<file path="src/rtl/hazard_pkg.sv">
// Shared types for the ID-stage hazard scheduler: jump encodings and sequencer states.
package hazard_pkg;

    localparam int REG_W = 5;

    typedef enum logic [1:0] {
        J_NONE = 2'b00,
        J_JR   = 2'b01,
        J_J    = 2'b10,
        J_JAL  = 2'b11
    } jump_t;

    typedef enum logic [1:0] {
        RUN     = 2'b00,
        DRAIN   = 2'b01,
        SC_WAIT = 2'b10,
        HALT    = 2'b11
    } sched_state_t;

endpackage

</file>
<file path="src/rtl/hazard_scheduler_if.sv">
// ID-stage handshake bundle between the pipeline front end and the hazard scheduler.
interface hazard_scheduler_if #(
    parameter int REG_W = 5,
    parameter int CNT_W = 16
);
    logic             id_valid;
    logic [REG_W-1:0] id_rs;
    logic [REG_W-1:0] id_rt;
    logic [REG_W-1:0] id_wr_num;
    logic [1:0]       id_jump;
    logic             id_syscall;
    logic             branch_taken_ex;
    logic             syscall_done;
    logic             syscall_halt;

    logic             stall_if;
    logic             stall_id;
    logic             bubble_ex;
    logic             flush_id;
    logic             syscall_req;
    logic             halted;
    logic [CNT_W-1:0] stall_count;

    modport master (
        output id_valid, id_rs, id_rt, id_wr_num, id_jump, id_syscall,
               branch_taken_ex, syscall_done, syscall_halt,
        input  stall_if, stall_id, bubble_ex, flush_id, syscall_req, halted, stall_count
    );

    modport slave (
        input  id_valid, id_rs, id_rt, id_wr_num, id_jump, id_syscall,
               branch_taken_ex, syscall_done, syscall_halt,
        output stall_if, stall_id, bubble_ex, flush_id, syscall_req, halted, stall_count
    );

endinterface

</file>
<file path="src/rtl/hazard_scoreboard.sv">
// Two-deep shift of in-flight destination registers (ID/EX, EX/MEM) with RAW compare.
module hazard_scoreboard #(
    parameter int REG_W = 5
) (
    input  logic             clk,
    input  logic             rst_n,
    input  logic             issue,
    input  logic             check_en,
    input  logic [REG_W-1:0] wr_num,
    input  logic [REG_W-1:0] rs,
    input  logic [REG_W-1:0] rt,
    output logic             raw,
    output logic             empty
);
    logic [REG_W-1:0] sb_ex;
    logic [REG_W-1:0] sb_mem;
    logic             rs_hit;
    logic             rt_hit;

    always_ff @(posedge clk or negedge rst_n) begin
        if (!rst_n) begin
            sb_ex  <= '0;
            sb_mem <= '0;
        end else begin
            sb_mem <= sb_ex;
            sb_ex  <= issue ? wr_num : '0;
        end
    end

    // Register 0 is hardwired, so it never creates a dependency.
    assign rs_hit = (rs != '0) && ((rs == sb_ex) || (rs == sb_mem));
    assign rt_hit = (rt != '0) && ((rt == sb_ex) || (rt == sb_mem));
    assign raw    = check_en && (rs_hit || rt_hit);
    assign empty  = (sb_ex == '0) && (sb_mem == '0);

endmodule

</file>
<file path="src/rtl/hazard_scheduler.sv">
// ID-stage sequencer: RAW stalls, branch flushes and the syscall drain/handshake/halt sequence.
module hazard_scheduler #(
    parameter int REG_W = 5,
    parameter int CNT_W = 16
) (
    input  logic clk,
    input  logic rst_n,
    hazard_scheduler_if.slave bus
);
    import hazard_pkg::*;

    sched_state_t     state;
    jump_t            jump;
    logic             raw;
    logic             sb_empty;
    logic             check_en;
    logic             issue;
    logic             retire;
    logic             stall_if;
    logic             stall_id;
    logic             bubble_ex;
    logic             flush_id;
    logic             syscall_req;
    logic             halted;
    logic [CNT_W-1:0] stall_count;

    assign jump     = jump_t'(bus.id_jump);
    assign check_en = bus.id_valid && ((jump == J_NONE) || (jump == J_JR));
    assign issue    = bus.id_valid && !stall_id && !flush_id && !halted;
    assign retire   = bus.syscall_done && !bus.syscall_halt;

    hazard_scoreboard #(.REG_W(REG_W)) u_scoreboard (
        .clk      (clk),
        .rst_n    (rst_n),
        .issue    (issue),
        .check_en (check_en),
        .wr_num   (bus.id_wr_num),
        .rs       (bus.id_rs),
        .rt       (bus.id_rt),
        .raw      (raw),
        .empty    (sb_empty)
    );

    always_comb begin
        stall_if    = 1'b0;
        stall_id    = 1'b0;
        bubble_ex   = 1'b0;
        flush_id    = 1'b0;
        syscall_req = 1'b0;
        halted      = 1'b0;
        case (state)
            RUN: begin
                // A taken branch kills whatever sits in ID, so it outranks any stall.
                if (bus.branch_taken_ex) begin
                    flush_id  = 1'b1;
                    bubble_ex = 1'b1;
                end else if (raw || (bus.id_valid && bus.id_syscall)) begin
                    stall_if  = 1'b1;
                    stall_id  = 1'b1;
                    bubble_ex = 1'b1;
                end
            end
            DRAIN: begin
                stall_if  = 1'b1;
                stall_id  = 1'b1;
                bubble_ex = 1'b1;
            end
            SC_WAIT: begin
                syscall_req = 1'b1;
                if (!retire) begin
                    stall_if  = 1'b1;
                    stall_id  = 1'b1;
                    bubble_ex = 1'b1;
                end
            end
            HALT: begin
                halted    = 1'b1;
                stall_if  = 1'b1;
                stall_id  = 1'b1;
                bubble_ex = 1'b1;
            end
        endcase
    end

    always_ff @(posedge clk or negedge rst_n) begin
        if (!rst_n) begin
            state       <= RUN;
            stall_count <= '0;
        end else begin
            if (stall_id && (stall_count != '1)) begin
                stall_count <= stall_count + CNT_W'(1);
            end
            case (state)
                RUN: begin
                    if (!bus.branch_taken_ex && !raw && bus.id_valid && bus.id_syscall) begin
                        state <= DRAIN;
                    end
                end
                DRAIN: begin
                    if (sb_empty) begin
                        state <= SC_WAIT;
                    end
                end
                SC_WAIT: begin
                    if (bus.syscall_done) begin
                        state <= bus.syscall_halt ? HALT : RUN;
                    end
                end
                HALT: state <= HALT;
            endcase
        end
    end

    assign bus.stall_if    = stall_if;
    assign bus.stall_id    = stall_id;
    assign bus.bubble_ex   = bubble_ex;
    assign bus.flush_id    = flush_id;
    assign bus.syscall_req = syscall_req;
    assign bus.halted      = halted;
    assign bus.stall_count = stall_count;

endmodule

</file>
<file path="src/flat_wrapper.sv">
// flat-port wrapper written by rule: the top's interface ports become plain ports
module hazard_scheduler_flat import hazard_pkg::*;
#(
    parameter int REG_W = 5,
    parameter int CNT_W = 16
)
  (clk, rst_n, bus_id_valid, bus_id_rs, bus_id_rt, bus_id_wr_num, bus_id_jump, bus_id_syscall, bus_branch_taken_ex, bus_syscall_done, bus_syscall_halt, bus_stall_if, bus_stall_id, bus_bubble_ex, bus_flush_id, bus_syscall_req, bus_halted, bus_stall_count);
  hazard_scheduler_if #(.REG_W(REG_W), .CNT_W(CNT_W)) bus_i ();
  input  logic clk;
  input  logic rst_n;
  input wire logic [$bits(bus_i.id_valid)-1:0] bus_id_valid;
  input wire logic [$bits(bus_i.id_rs)-1:0] bus_id_rs;
  input wire logic [$bits(bus_i.id_rt)-1:0] bus_id_rt;
  input wire logic [$bits(bus_i.id_wr_num)-1:0] bus_id_wr_num;
  input wire logic [$bits(bus_i.id_jump)-1:0] bus_id_jump;
  input wire logic [$bits(bus_i.id_syscall)-1:0] bus_id_syscall;
  input wire logic [$bits(bus_i.branch_taken_ex)-1:0] bus_branch_taken_ex;
  input wire logic [$bits(bus_i.syscall_done)-1:0] bus_syscall_done;
  input wire logic [$bits(bus_i.syscall_halt)-1:0] bus_syscall_halt;
  output wire logic [$bits(bus_i.stall_if)-1:0] bus_stall_if;
  output wire logic [$bits(bus_i.stall_id)-1:0] bus_stall_id;
  output wire logic [$bits(bus_i.bubble_ex)-1:0] bus_bubble_ex;
  output wire logic [$bits(bus_i.flush_id)-1:0] bus_flush_id;
  output wire logic [$bits(bus_i.syscall_req)-1:0] bus_syscall_req;
  output wire logic [$bits(bus_i.halted)-1:0] bus_halted;
  output wire logic [$bits(bus_i.stall_count)-1:0] bus_stall_count;
  assign bus_i.id_valid = bus_id_valid;
  assign bus_i.id_rs = bus_id_rs;
  assign bus_i.id_rt = bus_id_rt;
  assign bus_i.id_wr_num = bus_id_wr_num;
  assign bus_i.id_jump = bus_id_jump;
  assign bus_i.id_syscall = bus_id_syscall;
  assign bus_i.branch_taken_ex = bus_branch_taken_ex;
  assign bus_i.syscall_done = bus_syscall_done;
  assign bus_i.syscall_halt = bus_syscall_halt;
  assign bus_stall_if = bus_i.stall_if;
  assign bus_stall_id = bus_i.stall_id;
  assign bus_bubble_ex = bus_i.bubble_ex;
  assign bus_flush_id = bus_i.flush_id;
  assign bus_syscall_req = bus_i.syscall_req;
  assign bus_halted = bus_i.halted;
  assign bus_stall_count = bus_i.stall_count;
  hazard_scheduler #(.REG_W(REG_W), .CNT_W(CNT_W)) u_core (.clk(clk), .rst_n(rst_n), .bus(bus_i));
endmodule
</file>
<file path="config.mk">
export PLATFORM = sky130hd
export DESIGN_NAME = hazard_scheduler_flat
export DESIGN_NICKNAME = d
export VERILOG_FILES = /design/src/rtl/hazard_pkg.sv /design/src/rtl/hazard_scheduler_if.sv /design/src/rtl/hazard_scoreboard.sv /design/src/rtl/hazard_scheduler.sv /design/src/flat_wrapper.sv
export SDC_FILE = /design/constraint.sdc
export NUM_CORES = 1
export LEC_CHECK = 0
export ABC_AREA = 0
export CELL_PAD_IN_SITES_DETAIL_PLACEMENT = 0
export CELL_PAD_IN_SITES_GLOBAL_PLACEMENT = 1
export CORE_ASPECT_RATIO = 2
export CORE_MARGIN = 2
export CORE_UTILIZATION = 25
export DETAILED_ROUTE_END_ITERATION = 12
export PLACE_DENSITY_LB_ADDON = 0.08
export SYNTH_ARGS = -nofsm -noshare
export SYNTH_HDL_FRONTEND = slang
export SYNTH_SLANG_ARGS = --single-unit
</file>
<file path="constraint.sdc">
create_clock -name clk -period 3.2 [get_ports clk]
set_input_delay 0.32 -clock clk [delete_from_list [all_inputs] [get_ports clk]]
set_output_delay 0.32 -clock clk [all_outputs]
set_load 0.03 [all_outputs]
</file>
Yosys cells after proc, flatten, opt, wreduce, memory -nomap -nowiden

Cells that the tools add are included.

Register bits: 28
Input bits: 24
Output and inout port bits: 22
Logic and storage cells: 66

Add/sub/neg operators: 1
Equality and inequality tests: 12
Mux-type cells: 16
Reduce and logical (&&, ||, !) cells: 33

Operator list:

| kind                  | count |
|---|---|
| $eq 5x5->1            | 4 |
| $add 16x1->16 const B | 1 |
| $ne 16x16->1 const B  | 1 |
| $logic_and 1x1->1     | 14 |
| $logic_not 5->1       | 2 |
| $reduce_bool 5->1     | 2 |
| $mux 1                | 8 |
| $mux 2                | 4 |
| $pmux 2 s4            | 1 |
| $logic_not 1->1       | 6 |
| $pmux 1 s3            | 2 |
| $logic_or 1x1->1      | 5 |
| $mux 5                | 1 |
| $eq 2x1->1 const B    | 2 |
| $eq 2x2->1 const B    | 2 |
| $logic_not 2->1       | 2 |
| $ne 2x1->1 const B    | 2 |
| $reduce_and 3->1      | 1 |
| $ne 2x2->1 const B    | 1 |
| $reduce_or 2->1       | 1 |

Depth between registers and ports, before layout

Word-level depth: 14
Mapped depth: 9

By module

From an unflattened synthesis, not the netlist that was laid out.

Cell total of the unflattened synthesis: 154
Area total of the unflattened synthesis: 1590.3 um2

Modules (own cells, without submodules):

| module            | instances | cells each | area an instance (um2) | seq. area each (um2) |
|---|---|---|---|---|
| hazard_scheduler  | 1         | 101        | 1024.7                 | 450.4 |
| hazard_scoreboard | 1         | 53         | 565.5                  | 250.2 |

Least setup slack after synthesis

OpenSTA, ideal clock, no wires.

Path type: reg-to-reg
Start point: register u_core.stall_count[0], in the netlist u_core.bus.stall_count[0]
End point: register u_core.stall_count[1], in the netlist u_core.bus.stall_count[1]
Setup time: 127 ps
Data arrival time: 1961 ps
Data required time: 3073 ps
Path slack: 1112 ps
Cell stages (with the launch flop): 7
Buffers on the path: 0
Cells stage by stage: dfrtp_1 ha_1 nand3_1 nor2_1 nand4_1 a31o_4 mux2_1

Longest elaborated chain between the ends: 2
Elaborated cells on any way between the ends: 3
Those cells by class: 1 x add/sub; 1 x eq/ne; 1 x reduce/logical

RTL lines:

| what                                                  | line                   | RTL |
|---|---|---|
| from (decl)                                           | hazard_scheduler.sv:25 | `logic [CNT_W-1:0] stall_count;` |
| from (signal assigned)                                | hazard_scheduler.sv:91 | `stall_count <= stall_count + CNT_W'(1);` |
| branches (longest 2 deep; another with $add 16x1->16) | n/a                    |  |

Parallel ways; which one is timed is not known.
A chain may end at the register's enable or synchronous reset.

Worst setup path in the final report

Start point: input port bus_id_rt[2]
End point: output port bus_stall_id

Longest elaborated chain between the ends: 9
Elaborated cells on any way between the ends: 11
Those cells by class: 2 x eq/ne; 3 x mux; 6 x reduce/logical

RTL lines:

| what                  | line                    | RTL |
|---|---|---|
| from (decl)           | flat_wrapper.sv:13      | `input wire logic [$bits(bus_i.id_rt)-1:0] bus_id_rt;` |
| $eq 5x5->1            | hazard_scoreboard.sv:32 | `assign rt_hit = (rt != '0) && ((rt == sb_ex) \|\| (rt == sb_mem));` |
| $logic_or 1x1->1      | hazard_scoreboard.sv:32 |  |
| $logic_and 1x1->1 (*) | hazard_scoreboard.sv:32 |  |
| $logic_or 1x1->1 (*)  | hazard_scoreboard.sv:33 | `assign raw = check_en && (rs_hit \|\| rt_hit);` |
| $logic_and 1x1->1 (*) | hazard_scoreboard.sv:33 |  |
| $logic_or 1x1->1 (*)  | hazard_scheduler.sv:57  | `end else if (raw \|\| (bus.id_valid && bus.id_syscall)) begin` |
| $mux 1 (*)            | hazard_scheduler.sv:57  |  |
| $mux 1 (*)            | hazard_scheduler.sv:54  | `if (bus.branch_taken_ex) begin` |
| $pmux 1 s3 (*)        | hazard_scheduler.sv:51  | `case (state)` |
| to (decl)             | flat_wrapper.sv:21      | `output wire logic [$bits(bus_i.stall_id)-1:0] bus_stall_id;` |

Every way passes the cells marked *; elsewhere a longest branch is shown, timed or not.

==> flow_metrics.py <==
metrics = {
    "outcome": {
        "status": "complete, no violations",
    },
    "timing": {
        "finalHoldViolations": 0,
        "fin_crit_ns": 2.938,
        "setup_viol": 0,
        "timing.final.ws_setup_ns": 0.2618,
        "worst_hold_slack_ns": 0.4249,
        "fmaxAchievable_ghz": 0.3403,
        "rsz0062_at_grt": "false",
        "totalNegativeSetupSlack_ns": 0,
        "timing.final.crit_share": 0.9182,
        "fin_skew_ns": 0.006455,
        "slew_viol_final": 0,
        "tightestPinTransition_ns": 0.6164,
        "worst_slew_margin_relative_to_its_limit": 0.5875,
    },
    "synth": {
        "yosysSeqAreaShare": 0.4583,
        "synthFlopType": "sky130_fd_sc_hd__dfrtp_1",
        "synth-edff-count": 0,
        "synth-warning-count": 0,
        "synthMostInstantiatedCell": "sky130_fd_sc_hd__dfrtp_1",
        "synth.lib_cells_used.distinct": 34,
        "netlist_top_cells_count": "sky130_fd_sc_hd__dfrtp_1 (28), sky130_fd_sc_hd__xnor2_1 (18), sky130_fd_sc_hd__xor2_1 (17), sky130_fd_sc_hd__nand2_1 (10), sky130_fd_sc_hd__nor2_1 (9)",
        "synth.net_count": 168,
        "post-synth-top-area-fraction": 0.4583,
        "syn-cell-area_um2": 1529,
        "ys_seq_elements": 28,
        "netlist_instances": 143,
        "synth.top_cells.by_area": "sky130_fd_sc_hd__dfrtp_1 (46%), sky130_fd_sc_hd__xnor2_1 (10%), sky130_fd_sc_hd__xor2_1 (9.7%)",
        "post-synth-top-area-cell": "sky130_fd_sc_hd__dfrtp_1",
        "synth.avg_cell_area_um2": 10.69,
        "synth-async-reset-ratio": 1.000,
    },
    "route": {
        "detail_route.drc_violations": 0,
        "avgViaCountPerCell": 4.865,
        "drt-wirelength-per-cell_um": 15.49,
        "final_antenna_net_count": 0,
        "route.vias.total": 1226,
        "routed_wirelength_um": 3904,
        "drt_iter0_markers": 39,
        "drt_pre_antenna_iters": 4,
    },
    "worst_setup_path": {
        "critical_path.max_stage_delay_ns": 0.67,
        "ff2ff_setup_slack_ns": 0.98,
        "kind_of_critical_path": "primary input to output port",
        "reg2reg_from": "u_core.bus.stall_count[0]",
        "critical_path.top_delay_family": "buffers and inverters",
        "critPathLaunchType": "primary input",
        "cpMaxStageDelayCell": "sky130_fd_sc_hd__clkdlybuf4s50_1",
        "critical_path.cell_chain": "clkdlybuf4s50_1 > xor2_1 > nor3_1 > a32oi_1 > o22a_2 > o21ai_2 > nand2_1 > nand2_1 > clkdlybuf4s50_1",
        "worst_path_arrival_ns": 2.62,
        "timing.critical_path.buf_inv": 2,
        "worst-r2r-cell-count": 6,
        "critPathRequiredTime_ns": 2.88,
        "worst_r2r_endpoint": "u_core.bus.stall_count[1]",
        "worst_setup_path_end_kind": "output port",
        "critPathMaxFanout": 3,
    },
    "worst_hold_path": {
        "hold_class": "primary input to async pin",
    },
    "die": {
        "die_width_um": 59.30,
        "core-area_um2": 5956,
        "start_util": 0.2567,
        "std_cell_rows": 40,
        "dieArea_um2": 6795,
        "ioPinCount": 46,
        "die_h_um": 114.6,
    },
    "layout": {
        "fin_area_um2": 2137,
        "nNetsFinal": 215,
        "final.fill_count": 627,
        "n_antenna_cell": 0,
        "syn_to_final_growth_pct": 39.77,
        "layoutNonFillerInstCount": 252,
        "final_core_util": 0.3588,
        "post_route_cells_drive_above_1_share": 0.08466,
    },
    "clocking": {
        "holdBufCountCts": 0,
        "cts.root.buffer_cell": "sky130_fd_sc_hd__clkbuf_16",
        "clkLatencyLatePin_ns": 0.26,
        "worst_setup_hold_path_clk_slew_ns": 0.07,
        "post_cts_setup_repair_bufs": 0,
        "post_cts.resized_instances": 0,
        "clockBufferDepth": 2,
        "cts_buffers": 3,
        "tritoncts": "built",
        "ctsHtreeMaxLevel": 1,
        "clock_sink_count": 28,
    },
    "place": {
        "globalplace.congestion": 0.7843,
        "placedCellCount": 248,
        "placement.setup.worst_slack_ns": 0.2462,
        "placed_cell_area_um2": 2032,
        "place_hpwl_um": 3118,
        "placement.io_buffers": 44,
    },
    "power": {
        "p_int_uw": 636.9,
        "ir_drop_uv": 363.2,
        "power.static_leakage_nw": 0.9035,
        "power_per_cell_area_nw_per_um2": 363.9,
        "switching_share_of_power": 0.1811,
        "seq_power_share": 0.455,
        "report.power.total_uw": 777.7,
        "netSwitchingPower_uw": 140.8,
        "power_frac_comb": 0.077,
        "clock_power_share": 0.469,
    },
    "global_routing": {
        "groute.usage.overall": 0.1226,
        "global_route_wire_length_before_repair_um": 6334,
        "via_count_of_the_first_global_routing_pass": 1302,
        "grt_start_max_net_pins": 29,
        "grt_remaining_overflow": 0,
        "antenna_violations_before_repair": 0,
    },
    "run": {
        "cap_viol_max_count": 0,
    },
}
==> power groups by stage <==
stage / clock (mW) / sequential (mW) / combinational (mW)
6_report: 0.364 / 0.354 / 0.0596
3_5_place_dp: 0 / 0.361 / 0.0605
3_3_place_gp: 0 / 0.361 / 0.0603
5_1_grt: 0.392 / 0.353 / 0.0660
2_1_floorplan: 0 / 0.361 / 0.0166
4_1_cts: 0.373 / 0.354 / 0.0609
==> final cells by class <==
| cell class | instances | area (µm²) | share of cell area |
|---|---|---|---|
| well taps | 63 | 78.83 | 0.03689 |
| clock buffers | 3 | 75.07 | 0.03513 |
| repair buffers | 45 | 447.9 | 0.2096 |
| inverters | 1 | 3.754 | 0.001756 |
| multi-input cells | 111 | 800.8 | 0.3747 |
| clock inverters | 1 | 30.03 | 0.01405 |
| flip-flops and latches | 28 | 700.7 | 0.3279 |
==> placed cells by master, fill, tap and decap left out, drive strengths merged, types with 2 or more instances in the layout <==
cell type,count
clkdlybuf4s50,44
dfrtp,28
xnor2,18
xor2,17
nand2,10
nor2,9
nand4,9
and2,7
and3,6
nor3,6
nand3,5
nand2b,4
clkbuf,3
o21ai,3
a21oi,2
or4,2
a32oi,2
==> routing by layer <==
layer	GRT usage	share of wire	wire length, µm	vias up
met4	0.04848	0.022	85	0
met1	0.1285	0.35	1367	596
met2	0.2337	0.58	2268	35
li1	-	-	-	589
met3	0.01356	0.047	182	6
met5	0	0	0	-
==> registers in the layout (all words and copies together) (netlist names) <==
| signal | cells |
|---|---|
| u_core.state | 2 |
| u_core.bus.stall_count | 16 |
| u_core.u_scoreboard.sb_ex | 5 |
| u_core.u_scoreboard.sb_mem | 5 |
==> how the worst max path moves through the flow <==
stage	start	to	slack, ns	cells past startpoint
4_1_cts	bus_id_rt[2]	bus_stall_id	0.23	9
3_5_place_dp	bus_id_rt[2]	bus_stall_id	0.25	9
3_3_place_gp	bus_id_rt[2]	bus_stall_id	0.25	9
5_1_grt	bus_id_rt[2]	bus_stall_id	0.06	9
6_report	bus_id_rt[2]	bus_stall_id	0.26	9
2_1_floorplan	u_core.bus.stall_count[0]	u_core.bus.stall_count[1]	1.11	6
==> kinds of logic (layout without fill, tap and decap cells) <==
family	count (synthesis)	count (layout)	synth area share
AND/OR/NAND/NOR	63	63	0.2480
XOR/XNOR	35	35	0.2005
flip-flops	28	28	0.4583
AO/OA/AOI/OAI	11	11	0.05975
buffers and inverters	4	50	0.01800
adder cells (fa/ha/maj)	1	1	0.008182
multiplexers	1	1	0.007364
No activity file was read; power rests on OpenSTA's default activity.
